[src/rtl/arithmetic_reduce_pkg.sv]
// Shared types and constants for the streaming arithmetic-reduce block.
package arithmetic_reduce_pkg;

    typedef enum logic [1:0] {
        AR_ADD = 2'd0,
        AR_SUB = 2'd1,
        AR_XOR = 2'd2,
        AR_MUL = 2'd3
    } ar_mode_e;

    localparam logic ACC_AND_IDLE = 1'b1;
    localparam logic ACC_OR_IDLE  = 1'b0;

endpackage

[src/rtl/arithmetic_reduce_expr.sv]
// Mode-selected W-bit unsigned expression; carries and high product bits drop.
module arithmetic_reduce_expr
    import arithmetic_reduce_pkg::*;
#(
    parameter int unsigned W = 8
) (
    input  logic [W-1:0] p,
    input  logic [W-1:0] q,
    input  ar_mode_e     mode,
    output logic [W-1:0] expr
);

    always_comb begin
        expr = '0;
        case (mode)
            AR_ADD:  expr = p + q;
            AR_SUB:  expr = p - q;
            AR_XOR:  expr = p ^ q;
            AR_MUL:  expr = p * q;
            default: expr = '0;
        endcase
    end

endmodule

[src/rtl/arithmetic_reduce_stream.sv]
// Two-stage valid/ready pipeline computing a per-beat expression with
// per-frame AND/OR reductions and a saturating beat counter.
module arithmetic_reduce_stream
    import arithmetic_reduce_pkg::*;
#(
    parameter int unsigned W  = 8,
    parameter int unsigned CW = 16
) (
    input  logic            clk,
    input  logic            rst,
    input  logic [2*W-1:0]  in_flat,
    input  logic [1:0]      in_mode,
    input  logic            in_last,
    input  logic            in_valid,
    output logic            in_ready,
    output logic [W+1:0]    out_flat,
    output logic [CW-1:0]   out_beat_cnt,
    output logic            out_last,
    output logic            out_valid,
    input  logic            out_ready
);

    localparam int unsigned FW = W + 2;
    localparam logic [CW-1:0] CNT_MAX = '1;

    logic           en;
    logic [W-1:0]   s1_p;
    logic [W-1:0]   s1_q;
    ar_mode_e       s1_mode;
    logic           s1_last;
    logic           s1_valid;

    logic           acc_and;
    logic           acc_or;
    logic [CW-1:0]  acc_cnt;

    logic [W-1:0]   expr_c;
    logic           red_and_c;
    logic           red_or_c;
    logic [CW-1:0]  beat_cnt_c;

    // Whole pipeline advances together; a stalled output freezes everything.
    assign en       = !out_valid || out_ready;
    assign in_ready = en;

    arithmetic_reduce_expr #(.W(W)) u_expr (
        .p    (s1_p),
        .q    (s1_q),
        .mode (s1_mode),
        .expr (expr_c)
    );

    always_comb begin
        red_and_c  = acc_and & (&expr_c);
        red_or_c   = acc_or  | (|expr_c);
        beat_cnt_c = (acc_cnt == CNT_MAX) ? CNT_MAX : acc_cnt + CW'(1);
    end

    // Stage 1: operand capture.
    always_ff @(posedge clk or posedge rst) begin
        if (rst) begin
            s1_p     <= '0;
            s1_q     <= '0;
            s1_mode  <= AR_ADD;
            s1_last  <= 1'b0;
            s1_valid <= 1'b0;
        end else if (en) begin
            s1_p     <= in_flat[2*W-1:W];
            s1_q     <= in_flat[W-1:0];
            s1_mode  <= ar_mode_e'(in_mode);
            s1_last  <= in_last;
            s1_valid <= in_valid;
        end
    end

    // Stage 2: result registers and frame accumulators; bubbles leave state alone.
    always_ff @(posedge clk or posedge rst) begin
        if (rst) begin
            out_valid    <= 1'b0;
            out_flat     <= '0;
            out_beat_cnt <= '0;
            out_last     <= 1'b0;
            acc_and      <= ACC_AND_IDLE;
            acc_or       <= ACC_OR_IDLE;
            acc_cnt      <= '0;
        end else if (en) begin
            out_valid <= s1_valid;
            if (s1_valid) begin
                out_flat     <= FW'({expr_c, red_and_c, red_or_c});
                out_beat_cnt <= beat_cnt_c;
                out_last     <= s1_last;
                if (s1_last) begin
                    acc_and <= ACC_AND_IDLE;
                    acc_or  <= ACC_OR_IDLE;
                    acc_cnt <= '0;
                end else begin
                    acc_and <= red_and_c;
                    acc_or  <= red_or_c;
                    acc_cnt <= beat_cnt_c;
                end
            end
        end
    end

endmodule

[config.mk]
export PLATFORM = sky130hd
export DESIGN_NAME = arithmetic_reduce_stream
export DESIGN_NICKNAME = d
export VERILOG_FILES = /design/src/rtl/arithmetic_reduce_pkg.sv /design/src/rtl/arithmetic_reduce_expr.sv /design/src/rtl/arithmetic_reduce_stream.sv
export SDC_FILE = /design/constraint.sdc
export NUM_CORES = 1
export LEC_CHECK = 0
export ABC_CLOCK_PERIOD_IN_PS = 4950
export BUFFER_PORTS_ARGS = -buffer_cell sky130_fd_sc_hd__buf_2
export CAP_MARGIN = 20
export CORE_UTILIZATION = 59
export DETAILED_ROUTE_END_ITERATION = 6
export GPL_TIMING_DRIVEN = 0
export PLACE_DENSITY = 0.8
export SYNTH_ARGS = -nofsm -noshare
export SYNTH_HDL_FRONTEND = slang
export SYNTH_SLANG_ARGS = --single-unit
[constraint.sdc]
create_clock -name clk -period 4.95 [get_ports clk]
set_input_delay 0.99 -clock clk [delete_from_list [all_inputs] [get_ports clk]]
set_output_delay 0.99 -clock clk [all_outputs]
set_load 0.01 [all_outputs]
# Yosys cells after proc, flatten, opt, wreduce, memory -nomap -nowiden
# Index checks and enable logic that the tools add are counted.
dict set report word_totals {
  inputBits 23
  wordCells 34
  regBits 66
  output_inout_bits 29
}
dict set report classes {
  n_mul 1
  n_eq_ne 4
  n_bitwise 3
  mux 5
  addsub 3
  reduce_logical 6
}
# cell count
set op_table {}
lappend op_table {{$mux W16} 2}
lappend op_table {{$pmux W8 S4} 1}
lappend op_table {{$add A16 B1 Y16 const B} 1}
lappend op_table {{$eq A16 B16 Y1 const B} 1}
lappend op_table {{$add A8 B8 Y8} 1}
lappend op_table {{$mul A8 B8 Y8} 1}
lappend op_table {{$reduce_and A8 Y1} 1}
lappend op_table {{$reduce_or A8 Y1} 1}
lappend op_table {{$sub A8 B8 Y8} 1}
lappend op_table {{$xor A8 B8 Y8} 1}
lappend op_table {{$eq A2 B2 Y1 const B} 2}
lappend op_table {{$eq A2 B1 Y1 const B} 1}
lappend op_table {{$logic_not A2 Y1} 1}
lappend op_table {{$mux W1} 2}
lappend op_table {{$reduce_and A2 Y1} 1}
lappend op_table {{$and A1 B1 Y1} 1}
lappend op_table {{$logic_not A1 Y1} 1}
lappend op_table {{$logic_or A1 B1 Y1} 1}
lappend op_table {{$or A1 B1 Y1} 1}

# Longest topological paths before layout
dict set report logic_depth {
  word_depth 5
  depth_mapped 17
  mapped_depth_nobuf 16
}

# Cells and area by module
# From an unflattened synthesis, not the netlist that was laid out.
dict set report unflattened {
  cells_unflattened 512
  area_unflattened_um2 4488.1
}
# mod cells_each seq_area_each_um2 instances area_per_inst_um2
set by_module_without_submodules {}
lappend by_module_without_submodules {arithmetic_reduce_stream 314 1652.8 1 2939.1}
lappend by_module_without_submodules {arithmetic_reduce_expr 198 0.0 1 1549.0}

# Worst setup path after synthesis
# OpenSTA, ideal clock, no wires.
dict set report synth_timing {
  path_type {reg-to-reg}
  startpoint {register s1_q[4]}
  endpoint {register out_flat[1]}
  path_stages_with_launch 16
  synth_period_minus_slack_ps 4078
  t_required_ps 4819
  path_slack_ps 872
  n_path_buf 1
  setup_ps 131
  arrival_time_ps 3947
  cell_sequence {dfrtp_1 -> clkbuf_1 -> nand2_1 -> fa_1 -> inv_1 -> ha_1 -> inv_1 -> fa_1 -> fa_1 -> xor2_1 -> xnor3_1 -> xnor3_1 -> xnor3_1 -> a21oi_2 -> mux2i_2 -> o21ai_1}
}
dict set report synth_between {
  elab_chain_len 4
  word_cells_on_any_way 7
  classes_between {add/sub (2); mul (1); mux (1); bitwise (2); reduce/logical (1)}
}
# element line_no
set synth_rtl {}
lappend synth_rtl {{start, declared} arithmetic_reduce_stream.sv:28} ;# logic [W-1:0] s1_q;
lappend synth_rtl {{start signal, assigned} arithmetic_reduce_stream.sv:69} ;# s1_q <= in_flat[W-1:0];
lappend synth_rtl {{$mul A8 B8 Y8 (tied with other cells)} arithmetic_reduce_expr.sv:19} ;# AR_MUL: expr = p * q;
lappend synth_rtl {{$pmux W8 S4 *} arithmetic_reduce_expr.sv:15} ;# case (mode)
lappend synth_rtl {{$reduce_and A8 Y1 *} arithmetic_reduce_stream.sv:54} ;# red_and_c = acc_and & (&expr_c);
lappend synth_rtl {{$and A1 B1 Y1 *} arithmetic_reduce_stream.sv:54}
lappend synth_rtl {{end signal, assigned} arithmetic_reduce_stream.sv:89} ;# out_flat <= FW'({expr_c, red_and_c, red_or_c});
lappend synth_rtl {{end, declared} arithmetic_reduce_stream.sv:16} ;# output logic [W+1:0] out_flat,
# Every way passes the cells marked *; elsewhere a longest branch is shown, timed or not.
# A chain may end at the register's enable or synchronous reset.

# Final worst setup path
dict set report layout_timing {
  startpoint {register s1_q[4]}
  endpoint {register acc_or}
}
dict set report layout_between {
  elab_chain_len 5
  word_cells_on_any_way 8
  classes_between {add/sub (2); mul (1); mux (2); bitwise (2); reduce/logical (1)}
}
# element line_no
set layout_rtl {}
lappend layout_rtl {{$mul A8 B8 Y8 (tied with other cells)} arithmetic_reduce_expr.sv:19}
lappend layout_rtl {{$pmux W8 S4 *} arithmetic_reduce_expr.sv:15}
lappend layout_rtl {{$reduce_or A8 Y1 *} arithmetic_reduce_stream.sv:55} ;# red_or_c = acc_or | (|expr_c);
lappend layout_rtl {{$or A1 B1 Y1 *} arithmetic_reduce_stream.sv:55}
lappend layout_rtl {{$mux W1 *} arithmetic_reduce_stream.sv:92} ;# if (s1_last) begin
lappend layout_rtl {{end signal, assigned} arithmetic_reduce_stream.sv:98} ;# acc_or <= red_or_c;
lappend layout_rtl {{end, declared} arithmetic_reduce_stream.sv:34} ;# logic acc_or;
# Marked as above.

==> key figures <==
Yosys
  • Top post-synthesis cells by area: dfrtp_1 (36%), nand2_1 (8.1%), ha_1 (8.1%)
  • Mean Syn Cell Area: 8.91 um^2
  • Syn nets: 571
  • Post-synth EDFFs: 0
  • Post-synth cell types: 55
  • Synth async-reset ratio: 100%
  • Seq/Total Area, Yosys: 36.7%
  • Register bit total from synthesis: 66
  • Top_reg_cell synth: dfrtp_1
  • Area share of the largest cell type after synthesis: 36.1%
  • Synth area leader: dfrtp_1
  • Syn Inst Count: 506
  • Cell area after synthesis: 4510 um^2
  • Yosys Warn Count: 0

Critical path
  • Worst setup SP type: flip-flop
  • Crit Path Max Fanout: 9
  • Worst Path Required: 5.18 ns
  • Kind of critical path: flip-flop to flip-flop
  • CP endpoint kind: flip-flop
  • Worst Path Arrival: 4.87 ns

Die
  • Initial Util: 61.5%
  • Die area: 7990 um^2
  • Chip width: 89.4 um
  • Row Count: 31
  • Vert. Die Dim: 89.4 um
  • Total core area: 7330 um^2
  • Io pins: 52

STA
  • Final Max Tran Viols: 0
  • Final setup viols: 0
  • Clk_skew: 0.0134 ns
  • Final hold violation count: 0
  • Post-layout minimum cycle time: 4.64 ns
  • Slew at the pin closest to its max-slew limit: 0.553 ns
  • Final period util: 93.8%
  • FMAX: 215 MHz
  • Setup TNS: 0 ns
  • Max_slew headroom: 63.1%
  • Worst Slack Setup Final: 0.306 ns
  • RSZ-0062 raised after global routing: no

Global routing
  • Grt total ovfl: 0
  • GR Util All Layers: 28.9%
  • Largest net degree at the start of global routing: 45
  • Vias in the first global route: 3,637
  • First-pass GRT wire length: 17,200 um
  • Antenna violations before repair: 0

Pwr
  • Reg power frac: 33.4%
  • Sw frac: 39.6%
  • P_leak: 2.51 nW
  • PD cells: 430 nW/um^2
  • P_int: 1.32 mW
  • Worst VDD drop: 0.351 mV
  • Switch Pwr: 0.869 mW
  • Logic pwr share: 45.4%
  • Clk network pwr share: 21.2%

Routing
  • Detail-routed via count per cell: 5.71
  • DRT Pass-1 Iters: 5
  • Antenna Nets Post-Route: 0
  • DRC viols: 0
  • Via Count: 3,845
  • Post-DR wirelength/cell: 15.7 um
  • Iter 0 DRT Violations: 250
  • Drt total wl: 10,600 um

Clock tree
  • Clock sinks: 66
  • Clk Latency, worst-skew pair: 0.36 ns
  • TritonCTS clock tree: built
  • Clk buf depth: 2
  • Clk slew on worst S/H paths: 0.08 ns
  • Setup Buffers After CTS: 0
  • H-tree levels: 3
  • Post-CTS Hold Buffers: 0
  • Resize count post-CTS: 0
  • Root Driver: clkbuf_8
  • Num CTS Buffers: 9

Placed design
  • DP HPWL: 7940 um
  • Pre-CTS setup slack: 0.332 ns
  • Port Buffers: 51
  • Routability cong.: 0.894

Layout
  • Fillers: 591
  • Area grow syn2layout: 13.1%
  • Multi-input logic area: 2590 um^2
  • Nets: 634
  • Register area: 1650 um^2
  • Layout cells sized above 1: 16.4%
  • Ant diodes: 0

Status
  • Status: completed

Flow run
  • Maximum capacitance violations: 0

Hold path
  • Hold WC Path Type: flip-flop to flip-flop
## worst paths after layout
check / cells past startpoint / endpoint / startpoint / slack, ns
hold / removal: 2 / out_flat[8] / out_flat[8] / 0.48
setup reg to reg: 15 / acc_or / s1_q[4] / 0.31
setup / recovery: 15 / acc_or / s1_q[4] / 0.31
min in group asynchronous: 2 / acc_cnt[9] / rst / 0.66
max in group asynchronous: 3 / acc_and / rst / 3.62
hold reg to reg: 2 / out_flat[8] / out_flat[8] / 0.48
## metrics by stage
step	std cells	hold slack, ns	utilization, %	area [um^2]	total power [mW]
5_1_grt	673	0.507	69.6	5100	2.35
3_3_place_gp	656	0.456	66.6	4890	1.68
3_5_place_dp	657	0.465	66.9	4910	1.73
2_1_floorplan	506	0.466	-	4510	1.45
6_report	673	0.480	69.6	5100	2.19
4_1_cts	673	0.482	69.6	5100	2.20
## critical path, stage by stage, from the launching register on
cell and delay, ns:
dfrtp_1 0.32, clkbuf_1 0.43, nand2_1 0.16, fa_1 0.57, inv_1 0.05, ha_1 0.28
inv_1 0.06, fa_1 0.50, fa_1 0.45, xor2_1 0.20, xnor3_1 0.33, xnor3_1 0.38
xnor3_1 0.23, a21oi_2 0.06, mux2i_2 0.35, a21oi_1 0.13
## layer usage
metal	up-vias	GRT usage (%)	part of all wire, %
met5	-	0	0
met4	0	10.8	2.3
met3	26	5.82	7.0
met2	155	45.2	46
met1	1834	39.9	45
li1	1830	-	-
## registers in the layout, indices dropped and copies added, names as in the netlist
signal / cells
acc_cnt: 16
out_beat_cnt: 16
out_flat: 10
s1_p: 8
s1_q: 8
s1_mode: 2
acc_and: 1
acc_or: 1
out_last: 1
out_valid: 1
s1_last: 1
s1_valid: 1
## power groups by stage
stage                     registers (mW)  clock network, mW  logic, mW
after floorplan                    0.756                  0      0.699
after CTS                          0.731              0.468      0.998
after global routing               0.745              0.491       1.11
after global placement             0.736                  0      0.949
final                              0.733              0.464      0.996
after detailed placement           0.742                  0      0.991
## Yosys cell counts (3+ instances only)
library cell,count
nand3_1,8
xnor3_1,3
nor4_1,3
o21ai_0,16
and3_1,7
clkbuf_1,18
nor2_1,27
inv_1,32
ha_1,29
a21oi_1,30
a21o_1,3
and2_1,22
mux2_2,4
xor2_1,10
nand2_1,97
xnor2_1,24
a31oi_1,19
o22a_1,6
a31o_2,4
o21a_1,4
buf_1,3
dfrtp_1,65
mux2i_1,3
nor2b_1,4
buf_2,7
fa_1,13
nor3_1,5
## final cells by class
| type | instances | area share [%] |
|---|---|---|
| flip-flops and latches | 66 | 32.4 |
| well taps | 99 | 2.43 |
| multi-input cells | 376 | 50.7 |
| plain buffers | 31 | 2.82 |
| clock inverters | 6 | 1.28 |
| clock buffers | 10 | 2.50 |
| repair buffers | 52 | 5.40 |
| inverters | 33 | 2.43 |
## cells by family after synthesis
| kind of cell | count (synthesis) | share of synthesized area [%] |
|---|---|---|
| fa+ha+maj | 42 | 13.8 |
| flops | 66 | 36.7 |
| mux | 8 | 1.97 |
| buf+inv | 64 | 5.94 |
| simple gates | 188 | 19.3 |
| compound gates | 101 | 14.2 |
| xor+xnor | 37 | 8.11 |
## placed cells by master (no fill, tap or decap), drive strengths merged, types with 2 or more instances in the layout
master,instances
a211oi,2
a21o,3
a21oi,31
a22o,2
a31o,4
a31oi,19
and2,23
and3,8
and4,2
buf,65
clkbuf,28
clkinv,4
dfrtp,65
fa,13
ha,29
inv,33
mux2,4
mux2i,4
nand2,97
nand2b,2
nand3,9
nand4,2
nor2,27
nor2b,4
nor3,5
nor3b,2
nor4,3
o211ai,3
o21a,4
o21ai,18
o21bai,2
o22a,6
o22ai,2
o31ai,2
xnor2,24
xnor3,3
xor2,10
Power figures use the tool's default switching activity.
